[src/rtl/traffic_timer_pkg.sv]
// ============================================================================
// Module      : traffic_timer_pkg
// Description : Shared constants and the state type for the interval timer.
// Revision    : 1.0 - initial release
// ============================================================================
`default_nettype none

package traffic_timer_pkg;

  localparam int TIME_W = 4;

  localparam logic [1:0] INT_BASE = 2'd0;
  localparam logic [1:0] INT_EXT  = 2'd1;
  localparam logic [1:0] INT_YEL  = 2'd2;
  localparam logic [1:0] INT_WALK = 2'd3;

  typedef enum logic [0:0] {
    ST_IDLE  = 1'b0,
    ST_COUNT = 1'b1
  } state_t;

endpackage

`default_nettype wire

[src/rtl/time_param_regs.sv]
// ============================================================================
// Module      : time_param_regs
// Description : Four 4-bit time parameters with reset defaults, zero-clamped
//               write port and combinational read.
// Revision    : 1.0 - initial release
// ============================================================================
`default_nettype none

module time_param_regs
  import traffic_timer_pkg::*;
#(
  parameter int DEF_BASE = 6,
  parameter int DEF_EXT  = 3,
  parameter int DEF_YEL  = 2,
  parameter int DEF_WALK = 3
) (
  input  logic              clk,
  input  logic              Reset,
  input  logic              we,
  input  logic [1:0]        wsel,
  input  logic [TIME_W-1:0] wdata,
  input  logic [1:0]        rsel,
  output logic [TIME_W-1:0] rdata
);

  localparam logic [TIME_W-1:0] c_defaults [4] = '{
    TIME_W'(DEF_BASE), TIME_W'(DEF_EXT), TIME_W'(DEF_YEL), TIME_W'(DEF_WALK)
  };

  logic [TIME_W-1:0] r_param [4];
  logic [TIME_W-1:0] w_wdata;

  // A zero-length interval would never expire, so it is stored as 1.
  assign w_wdata = (wdata == '0) ? TIME_W'(1) : wdata;

  always_ff @(posedge clk) begin
    if (Reset) begin
      for (int i = 0; i < 4; i++) r_param[i] <= c_defaults[i];
    end else if (we) begin
      r_param[wsel] <= w_wdata;
    end
  end

  assign rdata = r_param[rsel];

endmodule

`default_nettype wire

[src/rtl/interval_timer.sv]
// ============================================================================
// Module      : interval_timer
// Description : Loads a selected time parameter, counts it down on the 1 Hz
//               tick and pulses expired. INTERVAL_TIMER_PRESCALE_EN selects an
//               internal CLK_HZ prescaler instead of the oneHz_enable input.
// Revision    : 1.0 - initial release
// ============================================================================
`default_nettype none

module interval_timer
  import traffic_timer_pkg::*;
#(
  parameter int CLK_HZ   = 100,
  parameter int DEF_BASE = 6,
  parameter int DEF_EXT  = 3,
  parameter int DEF_YEL  = 2,
  parameter int DEF_WALK = 3
) (
  input  logic              clk,
  input  logic              Reset,
  input  logic              oneHz_enable,
  input  logic              start_timer,
  input  logic [1:0]        interval,
  input  logic              Reprogram,
  input  logic [1:0]        Time_Parameter_Selector,
  input  logic [TIME_W-1:0] Time_Value,
  output logic              expired,
  output logic [TIME_W-1:0] value,
  output logic              busy
);

  logic              w_tick;
  logic [TIME_W-1:0] w_load;
  state_t            r_state;

  time_param_regs #(
    .DEF_BASE(DEF_BASE),
    .DEF_EXT (DEF_EXT),
    .DEF_YEL (DEF_YEL),
    .DEF_WALK(DEF_WALK)
  ) u_params (
    .clk  (clk),
    .Reset(Reset),
    .we   (Reprogram),
    .wsel (Time_Parameter_Selector),
    .wdata(Time_Value),
    .rsel (interval),
    .rdata(w_load)
  );

`ifdef INTERVAL_TIMER_PRESCALE_EN
  localparam int c_pre_w = (CLK_HZ > 1) ? $clog2(CLK_HZ) : 1;

  logic [c_pre_w-1:0] r_pre;

  // Restarting on load keeps the first tick exactly CLK_HZ cycles away.
  always_ff @(posedge clk) begin
    if (Reset || Reprogram || start_timer || w_tick) r_pre <= '0;
    else                                           r_pre <= r_pre + 1'b1;
  end

  assign w_tick = (r_pre == c_pre_w'(CLK_HZ - 1));
`else
  assign w_tick = oneHz_enable;

  if (CLK_HZ < 1) begin : g_clk_hz_unused
  end
`endif

  always_ff @(posedge clk) begin
    if (Reset) begin
      r_state <= ST_IDLE;
      value   <= '0;
      busy    <= 1'b0;
      expired <= 1'b0;
    end else begin
      expired <= 1'b0;
      if (Reprogram) begin
        r_state <= ST_IDLE;
        value   <= '0;
        busy    <= 1'b0;
      end else if (start_timer) begin
        r_state <= ST_COUNT;
        value   <= w_load;
        busy    <= 1'b1;
      end else if (r_state == ST_COUNT && w_tick) begin
        if (value <= TIME_W'(1)) begin
          r_state <= ST_IDLE;
          value   <= '0;
          busy    <= 1'b0;
          expired <= 1'b1;
        end else begin
          value <= value - TIME_W'(1);
        end
      end
    end
  end

endmodule

`default_nettype wire

[config.mk]
export PLATFORM = sky130hd
export DESIGN_NAME = interval_timer
export DESIGN_NICKNAME = d
export VERILOG_FILES = /design/src/rtl/traffic_timer_pkg.sv /design/src/rtl/time_param_regs.sv /design/src/rtl/interval_timer.sv
export SDC_FILE = /design/constraint.sdc
export NUM_CORES = 1
export LEC_CHECK = 0
export ABC_CLOCK_PERIOD_IN_PS = 1650
export BUFFER_PORTS_ARGS = -buffer_cell sky130_fd_sc_hd__buf_2
export CAP_MARGIN = 15
export CORE_MARGIN = 10
export CORE_UTILIZATION = 54
export DETAILED_ROUTE_END_ITERATION = 10
export PLACE_DENSITY = 0.77
export SLEW_MARGIN = 5
export SYNTH_ARGS = -nofsm -noshare
export SYNTH_HDL_FRONTEND = slang
export SYNTH_HIERARCHICAL = 1
export SYNTH_SLANG_ARGS = --single-unit
[constraint.sdc]
create_clock -name clk -period 1.65 [get_ports clk]
set_input_delay 0.0825 -clock clk [delete_from_list [all_inputs] [get_ports clk]]
set_output_delay 0.0825 -clock clk [all_outputs]
set_load 0.03 [all_outputs]
==> reports/qor.txt, run 1 <==
Status = finished, final reports clean
Antenna Nets Post-Route = 0
# nets final = 124
GRT Util Overall = 11.1%
Hold Vio Cnt, Final = 0
Crit path kind = reg -> reg
Critical Path Source = u_params/r_param[1][3]
Post-cts sizing count = 0
PortBufs = 18
Pwr Density = 923 nW/um2
# rows = 16
Critical path capture point = value[3]
Pleak = 0.495 nW
Largest delay share family, worst path = multiplexers
Top cells by area, synth = edfxtp_1 (42%), dfxtp_1 (11%), mux4_1 (4.6%), mux4_2 (3.9%), and2_1 (3.8%)
Area leader, netlist = edfxtp_1
CTS sink cnt = 22
Root buffer cell = clkbuf_4
Top cell type's share of synthesized area = 42.1%
Mapped cell area = 1140 um2
Hpwl dp = 1.80 mm
Reg clk slew, reported paths = 0.13 ns
Non-filler cells, final = 135
Clock Skew = 0.00365 ns
Layout area overhead = 14.5%
Max frequency = 693 MHz
Vias = 797
Max_slew headroom = 75.9%
Ys Warns = 6
Die X = 66.0 um
Maxcap violations = 0
Die ar. = 4360 um2
Final setup fails = 0
CP Depth = 4
Initial antenna violation count = 0
Detailed Routing Iterations Pass 1 = 4
Post-CTS Setup Inserts = 0
Initial Utilization = 57.6%
Power, Total = 0.00121 W
Synthesized flop and latch total = 22
CTS HTree Levels = 1
GP Congestion = 0.869
Syn Area/Cell = 13.1 um2
Boundary pin count = 19
Dominant synthesized flop cell = edfxtp_1
WP data arrival = 1.64 ns
Worst-Skew Late Latency = 0.31 ns
Share of cells above drive strength 1 = 32.4%
Gate Count Post-Synth = 87
TritonCTS Buffers = 3
Cell variety after synth = 35
Routed length per placed instance = 17.2 um
Slowest CP cell = mux4_1
Post-synth ARST share = 0%
Worst hold start = start_timer
Top post-synthesis cells by count = edfxtp_1 (16), and2_1 (7), inv_1 (7)
WP buf/inv = 0
Antenna cells = 0
Slew Viols, Final = 0
Core area = 1980 um2
Dpl cells = 131
Critical Path End Type = flop
Largest net degree at the start of global routing = 14
R2R depth = 4
Seq/Total Area, Yosys = 52.6%
RR Endpoint = value[3]
Worst EP required = 1.85 ns
Slew at the pin closest to its max-slew limit = 0.360 ns
First DRT Iteration DRCs = 46
Clk buf depth = 2
Hold depth = 2
Worst path max stage delay = 0.51 ns
Critical path, cell by cell = mux4_1, and2_1, a31oi_1, o32ai_1
DR vias/cell = 5.90
Reg2reg start = u_params/r_param[1][3]
EDFF count, synth = 16
# DRC = 0
TNS Setup = 0 ns
Die height = 66.0 um
Critical path fanouts, max = 1
Post-route minimum period = 1.44 ns
Worst vdd ir = 0.000818 V
Vias in the first global route = 776
CTS tree = yes
Crit share post-route = 87.4%
Most common cell in the netlist = edfxtp_1
Hold/Removal Path Class = in -> reg
CTS Hold Bufs = 0
Startpoint types = flop
Synthesized net count = 102
Grt total ovfl = 0
R2r setup slk = 0.21 ns
RSZ-0062 raised after global routing = false
Routed wire length = 2.32 mm
First-pass GRT wire length = 3.79 mm
## cell families after synthesis
family	synth area share (%)
buffers and inverters	3.29
muxes	8.54
xor gates and xnor gates	0.767
AOI/OAI and AO/OA	10.5
and+or+nand+nor	22.1
adders and majority gates	2.19
DFF	52.6
## report_power, final
| group | total [W] | internal, W | switching, W | leakage, nW |
|---|---|---|---|---|
| Clock | 0.000412 | 0.000245 | 0.000166 | 0.0279 |
| Sequential | 0.000646 | 0.000629 | 0.0000167 | 0.206 |
| Combinational | 0.000149 | 0.0000668 | 0.0000825 | 0.261 |
## per-layer routing
layer	part of all wire [%]	track usage (%)
met3	8.7	3.39
met5	0	0
met2	48	17.6
met1	42	13.9
met4	0.90	3.93
## worst min path at each step
| stage | end | slack [ns] |
|---|---|---|
| after global routing | value[1] | 0.08 |
| after floorplan | value[0] | 0.19 |
| after detailed placement | u_params/r_param[3][0] | 0.39 |
| after CTS | value[0] | 0.05 |
| after global placement | u_params/r_param[3][0] | 0.38 |
| final | value[0] | 0.07 |
## sequential cells by signal, indices dropped and copies added, names as in the netlist
| register | flops |
|---|---|
| expired | 1 |
| r_state | 1 |
| u_params/r_param | 16 |
| value | 4 |
## worst register-to-register path, delay by kind of cell (launching register included)
| family | cells | cell delay [ns] |
|---|---|---|
| DFF | 1 | 0.38 |
| muxes | 1 | 0.51 |
| and+or+nand+nor | 1 | 0.17 |
| AOI/OAI and AO/OA | 2 | 0.27 |
## stage by stage
stage / setup WS, ns / hold slack (ns) / utilization [%] / cell area, um2
after CTS: 0.201 / 0.0542 / 66.0 / 1310
after detailed placement: 0.245 / 0.388 / 63.3 / 1250
after floorplan: 0.164 / 0.190 / - / 1140
after global routing: 0.0820 / 0.0762 / 66.0 / 1310
after global placement: 0.253 / 0.385 / 63.3 / 1250
final: 0.207 / 0.0705 / 66.0 / 1310
## cells in the final DEF (no fill, tap or decap), types with 3 or more instances in the layout
cell	count
dfxtp_1	6
inv_1	7
nor2_1	3
and2_1	7
a21oi_1	3
nand2b_1	5
nand3_1	3
buf_2	18
edfxtp_1	16
clkbuf_4	3
## final cells by class
type | instances | area (um2)
fill | 174 | 674
multi-input combinational | 57 | 504
inverter | 7 | 26.3
sequential | 22 | 601
tap | 27 | 33.8
timing repair buffer | 18 | 90.1
clock buffer | 3 | 22.5
clock inverter | 1 | 30.0
(Power assumes the default switching activity.)
==> run 2: changes to the inputs <==
- HOLD_SLACK_MARGIN: unset -> 0.15
==> reports/qor.txt, run 2 (synthesis gave the netlist of run 1 again) <==
Status = finished, final reports clean
DR vias/cell = 5.58 (-5.5%)
R2R depth = 4 (unchanged)
Clock Skew = 0.00274 ns (-0.000909 ns)
Post-route minimum period = 1.45 ns (+0.00744 ns)
Reg with most FFs = u_params/r_param
Detailed Routing Iterations Pass 1 = 4 (unchanged)
Reg clk slew, reported paths = 0.13 ns (about the same)
Root buffer cell = clkbuf_4
# nets final = 131 (+5.6%)
Layout area overhead = 20.6%
Slew at the pin closest to its max-slew limit = 0.388 ns (+0.0280 ns)
Die height = 66.0 um (unchanged)
Post-cts sizing count = 0 (unchanged)
Grt total ovfl = 0 (unchanged)
WP buf/inv = 0 (unchanged)
Final setup fails = 0 (unchanged)
Clk buf depth = 2 (unchanged)
Max frequency = 689 MHz (-0.51%)
Largest delay share family, worst path = multiplexers
Worst EP required = 1.85 ns (about the same)
GP Congestion = 0.869 (unchanged)
Hpwl dp = 1.80 mm (unchanged)
Critical path, cell by cell = mux4_1, and2_1, a31oi_1, o32ai_1
Hold/Removal Path Class = in -> reg
Boundary pin count = 19 (unchanged)
Commonest non-fill, non-tap cell in the layout = buf_2
Routed length per placed instance = 17.1 um (-0.34%)
Reg2reg start = u_params/r_param[1][3]
R2r setup slk = 0.20 ns (about the same)
TritonCTS Buffers = 3 (unchanged)
Worst vdd ir = 0.000815 V (-0.28%)
Hold endpoint = u_params/r_param[0][2]
CTS sink cnt = 22 (unchanged)
Critical path fanouts, max = 1 (unchanged)
RSZ-0062 raised after global routing = false
Routed wire length = 2.43 mm (+4.8%)
Max_slew headroom = 74.0% (-1.9 points)
First-pass GRT wire length = 3.94 mm (+4.0%)
Startpoint types = flop
First DRT Iteration DRCs = 52 (+13%)
Fill cell count = 161 (-7.5%)
PortBufs = 18 (unchanged)
Maxcap violations = 0 (unchanged)
# rows = 16 (unchanged)
Worst hold start = Time_Parameter_Selector[0]
Worst-Skew Late Latency = 0.30 ns (about the same)
Initial antenna violation count = 0 (unchanged)
Final core occ = 69.5% (+3.5 points)
Crit share post-route = 87.9% (+0.45 points)
Largest register FFs = 16 (unchanged)
# DRC = 0 (unchanged)
Worst path max stage delay = 0.51 ns (about the same)
CTS HTree Levels = 1 (unchanged)
CP Depth = 4 (unchanged)
Largest regs = u_params/r_param (16), value (4)
RR Endpoint = value[3]
Pleak = 0.525 nW (+5.9%)
TNS Setup = 0 ns (unchanged)
WP data arrival = 1.65 ns (about the same)
Core area = 1980 um2 (unchanged)
Die X = 66.0 um (unchanged)
Die ar. = 4360 um2 (unchanged)
CTS tree = yes
Most frequent cells in the layout = buf_2 (18), edfxtp_1 (16), inv_1 (7), and2_1 (7), dlygate4sd3_1 (7)
Vias = 792 (-0.63%)
Crit path kind = reg -> reg
Antenna cells = 0 (unchanged)
GRT Util Overall = 11.6% (+0.45 points)
Vias in the first global route = 791 (+1.9%)
Largest net degree at the start of global routing = 14 (unchanged)
Antenna Nets Post-Route = 0 (unchanged)
Share of cells above drive strength 1 = 30.4% (-2.0 points)
Hold Vio Cnt, Final = 0 (unchanged)
Critical Path End Type = flop
Hold depth = 3 (+1)
Slew Viols, Final = 0 (unchanged)
Initial Utilization = 57.6% (unchanged)
Pwr Density = 886 nW/um2 (-4.0%)
Slowest CP cell = mux4_1
[run 2: cell count changes in the layout (fill, tap and decap cells not counted), sizes merged]
cell,delta
dlygate4sd3,+7
[run 2: stage by stage]
stage | setup slack, ns | std cells | hold slack [ns] | cell area (um2) | total power [W]
6_report | 0.200 | 142 | 0.157 | 1380 | 0.00122
5_1_grt | 0.0820 | 142 | 0.153 | 1380 | 0.00127
4_1_cts | 0.201 | 141 | 0.153 | 1370 | 0.00122
3_5_place_dp | 0.245 | 131 | 0.388 | 1250 | 0.000807
3_3_place_gp | 0.253 | 131 | 0.385 | 1250 | 0.000800
2_1_floorplan | 0.164 | 87 | 0.190 | 1140 | 0.000749
[run 2: worst min-delay path: cells and delay by family]
family                 cells  cell delay (ns)
AND/OR/NAND/NOR            2             0.15
buffers and inverters      1             0.13
[run 2: area by class of cell]
| class | instances | area, um2 | area share (%) |
|---|---|---|---|
| sequential | 22 | 601 | 43.6 |
| multi-input combinational | 57 | 504 | 36.6 |
| timing repair buffer | 25 | 160 | 11.6 |
| tap | 27 | 33.8 | 2.45 |
| clock inverter | 1 | 30.0 | 2.18 |
| inverter | 7 | 26.3 | 1.91 |
| clock buffer | 3 | 22.5 | 1.63 |
[run 2: routing by layer]
metal	track usage [%]	wire [um]
met5	0	0
met4	3.93	21
met3	3.39	162
met2	18.5	1180
met1	14.5	1070
[run 2: where the power goes]
part	switching [W]	total [W]	internal, W
combinational	0.0000860	0.000164	0.0000775
clock	0.000165	0.000411	0.000245
sequential	0.0000167	0.000646	0.000629
total	0.000268	0.00122	0.000952
[run 2: how the worst max path moves through the flow]
stage	from	endpoint	slack, ns
after floorplan	value[0]	value[3]	0.16
after global placement	u_params/r_param[1][3]	value[3]	0.25
after detailed placement	u_params/r_param[1][3]	value[3]	0.25
after CTS	u_params/r_param[1][3]	value[3]	0.20
after global routing	value[0]	value[1]	0.08
final	u_params/r_param[1][3]	value[3]	0.20
[run 2: timing repair]
action,CTS,global route
hold endpoints to repair,18,1
buffers inserted,0,0
endpoints found under the setup margin,0,0
hold buffers,6,1
==> run 3: changes to the inputs <==
- CTS_BUF_LIST: unset -> sky130_fd_sc_hd__clkbuf_16
- RECOVER_POWER: unset -> 50
==> reports/qor.txt, run 3 (synthesis gave the netlist of run 1 again) <==
Die height = 66.0 um (unchanged)
# nets final = 128 (-2.3%)
TritonCTS Buffers = 3 (unchanged)
Routed wire length = 2.45 mm (+0.53%)
WP data arrival = 1.65 ns (about the same)
Max_slew headroom = 40.1% (-34 points)
Detailed Routing Iterations Pass 1 = 4 (unchanged)
Worst hold start = Reprogram
TNS Setup = 0 ns (unchanged)
Largest net degree at the start of global routing = 14 (unchanged)
Post-route minimum period = 1.49 ns (+0.0372 ns)
CTS HTree Levels = 1 (unchanged)
Layout area overhead = 20.0%
R2R depth = 5 (+1)
GRT Util Overall = 11.6% (+0.069 points)
Worst vdd ir = 0.000846 V (+3.7%)
Startpoint types = flop
Flip-flop and latch area = 601 um2 (unchanged)
Post-cts sizing count = 0 (unchanged)
Pleak = 0.516 nW (-1.6%)
Crit path kind = reg -> reg
Design Area, Final = 1370 um2 (-0.45%)
Grt total ovfl = 0 (unchanged)
Most frequent cells in the layout = edfxtp_1 (16), buf_2 (14), inv_1 (7)
Max frequency = 672 MHz (-2.5%)
Clk buf depth = 2 (unchanged)
RSZ-0062 raised after global routing = false
Critical Path Source = value[0]
PortBufs = 18 (unchanged)
Antenna cells = 0 (unchanged)
Fill cell count = 158 (-1.9%)
Largest regs = u_params/r_param (16), value (4)
Area post-placement = 1250 um2 (unchanged)
Reg clk slew, reported paths = 0.06 ns (-0.07 ns)
Hold depth = 3 (unchanged)
Vias = 797 (+0.63%)
Share of cells above drive strength 1 = 23.2% (-7.2 points)
Maxcap violations = 0 (unchanged)
Slew at the pin closest to its max-slew limit = 0.886 ns (+0.498 ns)
Area of the multi-input gates = 480 um2 (-4.7%)
Crit share post-route = 90.2% (+2.3 points)
First DRT Iteration DRCs = 37 (-29%)
Reg2reg start = value[0]
CTS sink cnt = 22 (unchanged)
Largest register FFs = 16 (unchanged)
Root buffer cell = clkbuf_16
Final setup fails = 0 (unchanged)
R2r setup slk = 0.16 ns (-0.04 ns)
Worst-Skew Late Latency = 0.25 ns (-0.05 ns)
Routed length per placed instance = 17.6 um (+2.7%)
Reg with most FFs = u_params/r_param
Hold/Removal Path Class = in -> reg
Hold Vio Cnt, Final = 0 (unchanged)
GP Congestion = 0.869 (unchanged)
Core area = 1980 um2 (unchanged)
Hpwl dp = 1.80 mm (unchanged)
Clock Skew = 0.00306 ns (+0.000318 ns)
Final core occ = 69.2% (-0.32 points)
Initial Utilization = 57.6% (unchanged)
Vias in the first global route = 845 (+6.8%)
CTS tree = yes
Die X = 66.0 um (unchanged)
Hold endpoint = expired
First-pass GRT wire length = 4.00 mm (+1.6%)
Critical Path End Type = flop
Pwr Density = 1070 nW/um2 (+21%)
Boundary pin count = 19 (unchanged)
Status = finished, final reports clean
DR vias/cell = 5.73 (+2.8%)
RR Endpoint = value[1]
Slew Viols, Final = 0 (unchanged)
Critical path fanouts, max = 5 (+4)
# DRC = 0 (unchanged)
Worst EP required = 1.81 ns (-0.04 ns)
# rows = 16 (unchanged)
Commonest non-fill, non-tap cell in the layout = edfxtp_1
Initial antenna violation count = 0 (unchanged)
Die ar. = 4360 um2 (unchanged)
Antenna Nets Post-Route = 0 (unchanged)
==> run 3: power breakdown <==
| part | total [W] | internal [W] | switching, W |
|---|---|---|---|
| logic | 0.000151 | 0.0000678 | 0.0000835 |
| clock network | 0.000676 | 0.000482 | 0.000194 |
| registers | 0.000646 | 0.000630 | 0.0000163 |
| total | 0.00147 | 0.00118 | 0.000294 |
==> run 3: worst max path at each step <==
stage,slack [ns],endpoint
final,0.16,value[1]
after global routing,0.005,value[1]
after CTS,0.17,value[1]
after detailed placement,0.25,value[3]
after global placement,0.25,value[3]
after floorplan,0.16,value[3]
==> run 3: routing by layer <==
layer | up-vias | wire length [um] | track usage [%]
met2 | 23 | 1200 | 19.8
met3 | 4 | 130 | 3.90
met5 | - | 0 | 0
met4 | 0 | 35 | 3.14
met1 | 384 | 1080 | 13.6
li1 | 386 | - | -
==> run 3: critical path: stages, from the launching register on <==
cell and delay, ns:
dfxtp_1 0.39, inv_1 0.09, ha_1 0.22, nor2_1 0.30
o311ai_1 0.15, a221oi_1 0.24
==> run 3: layout make-up <==
class	instances	share of cell area, %
multi-input combinational	57	35.0
sequential	22	43.8
inverter	7	1.92
clock inverter	1	2.19
clock buffer	3	5.47
timing repair buffer	22	9.12
tap	27	2.46
==> run 3: timing repair <==
action	4_1_cts	5_1_grt
hold buffers	4	0
buffers inserted	0	0
hold endpoints to repair	6	0
==> run 3: metrics by stage <==
stage	std cells	setup WS [ns]	total power (W)	hold WS (ns)
after floorplan	87	0.164	0.000749	0.190
after global placement	131	0.253	0.000800	0.385
after detailed placement	131	0.245	0.000807	0.388
after CTS	139	0.169	0.00148	0.176
after global routing	139	0.00493	0.00151	0.181
final	139	0.162	0.00147	0.159
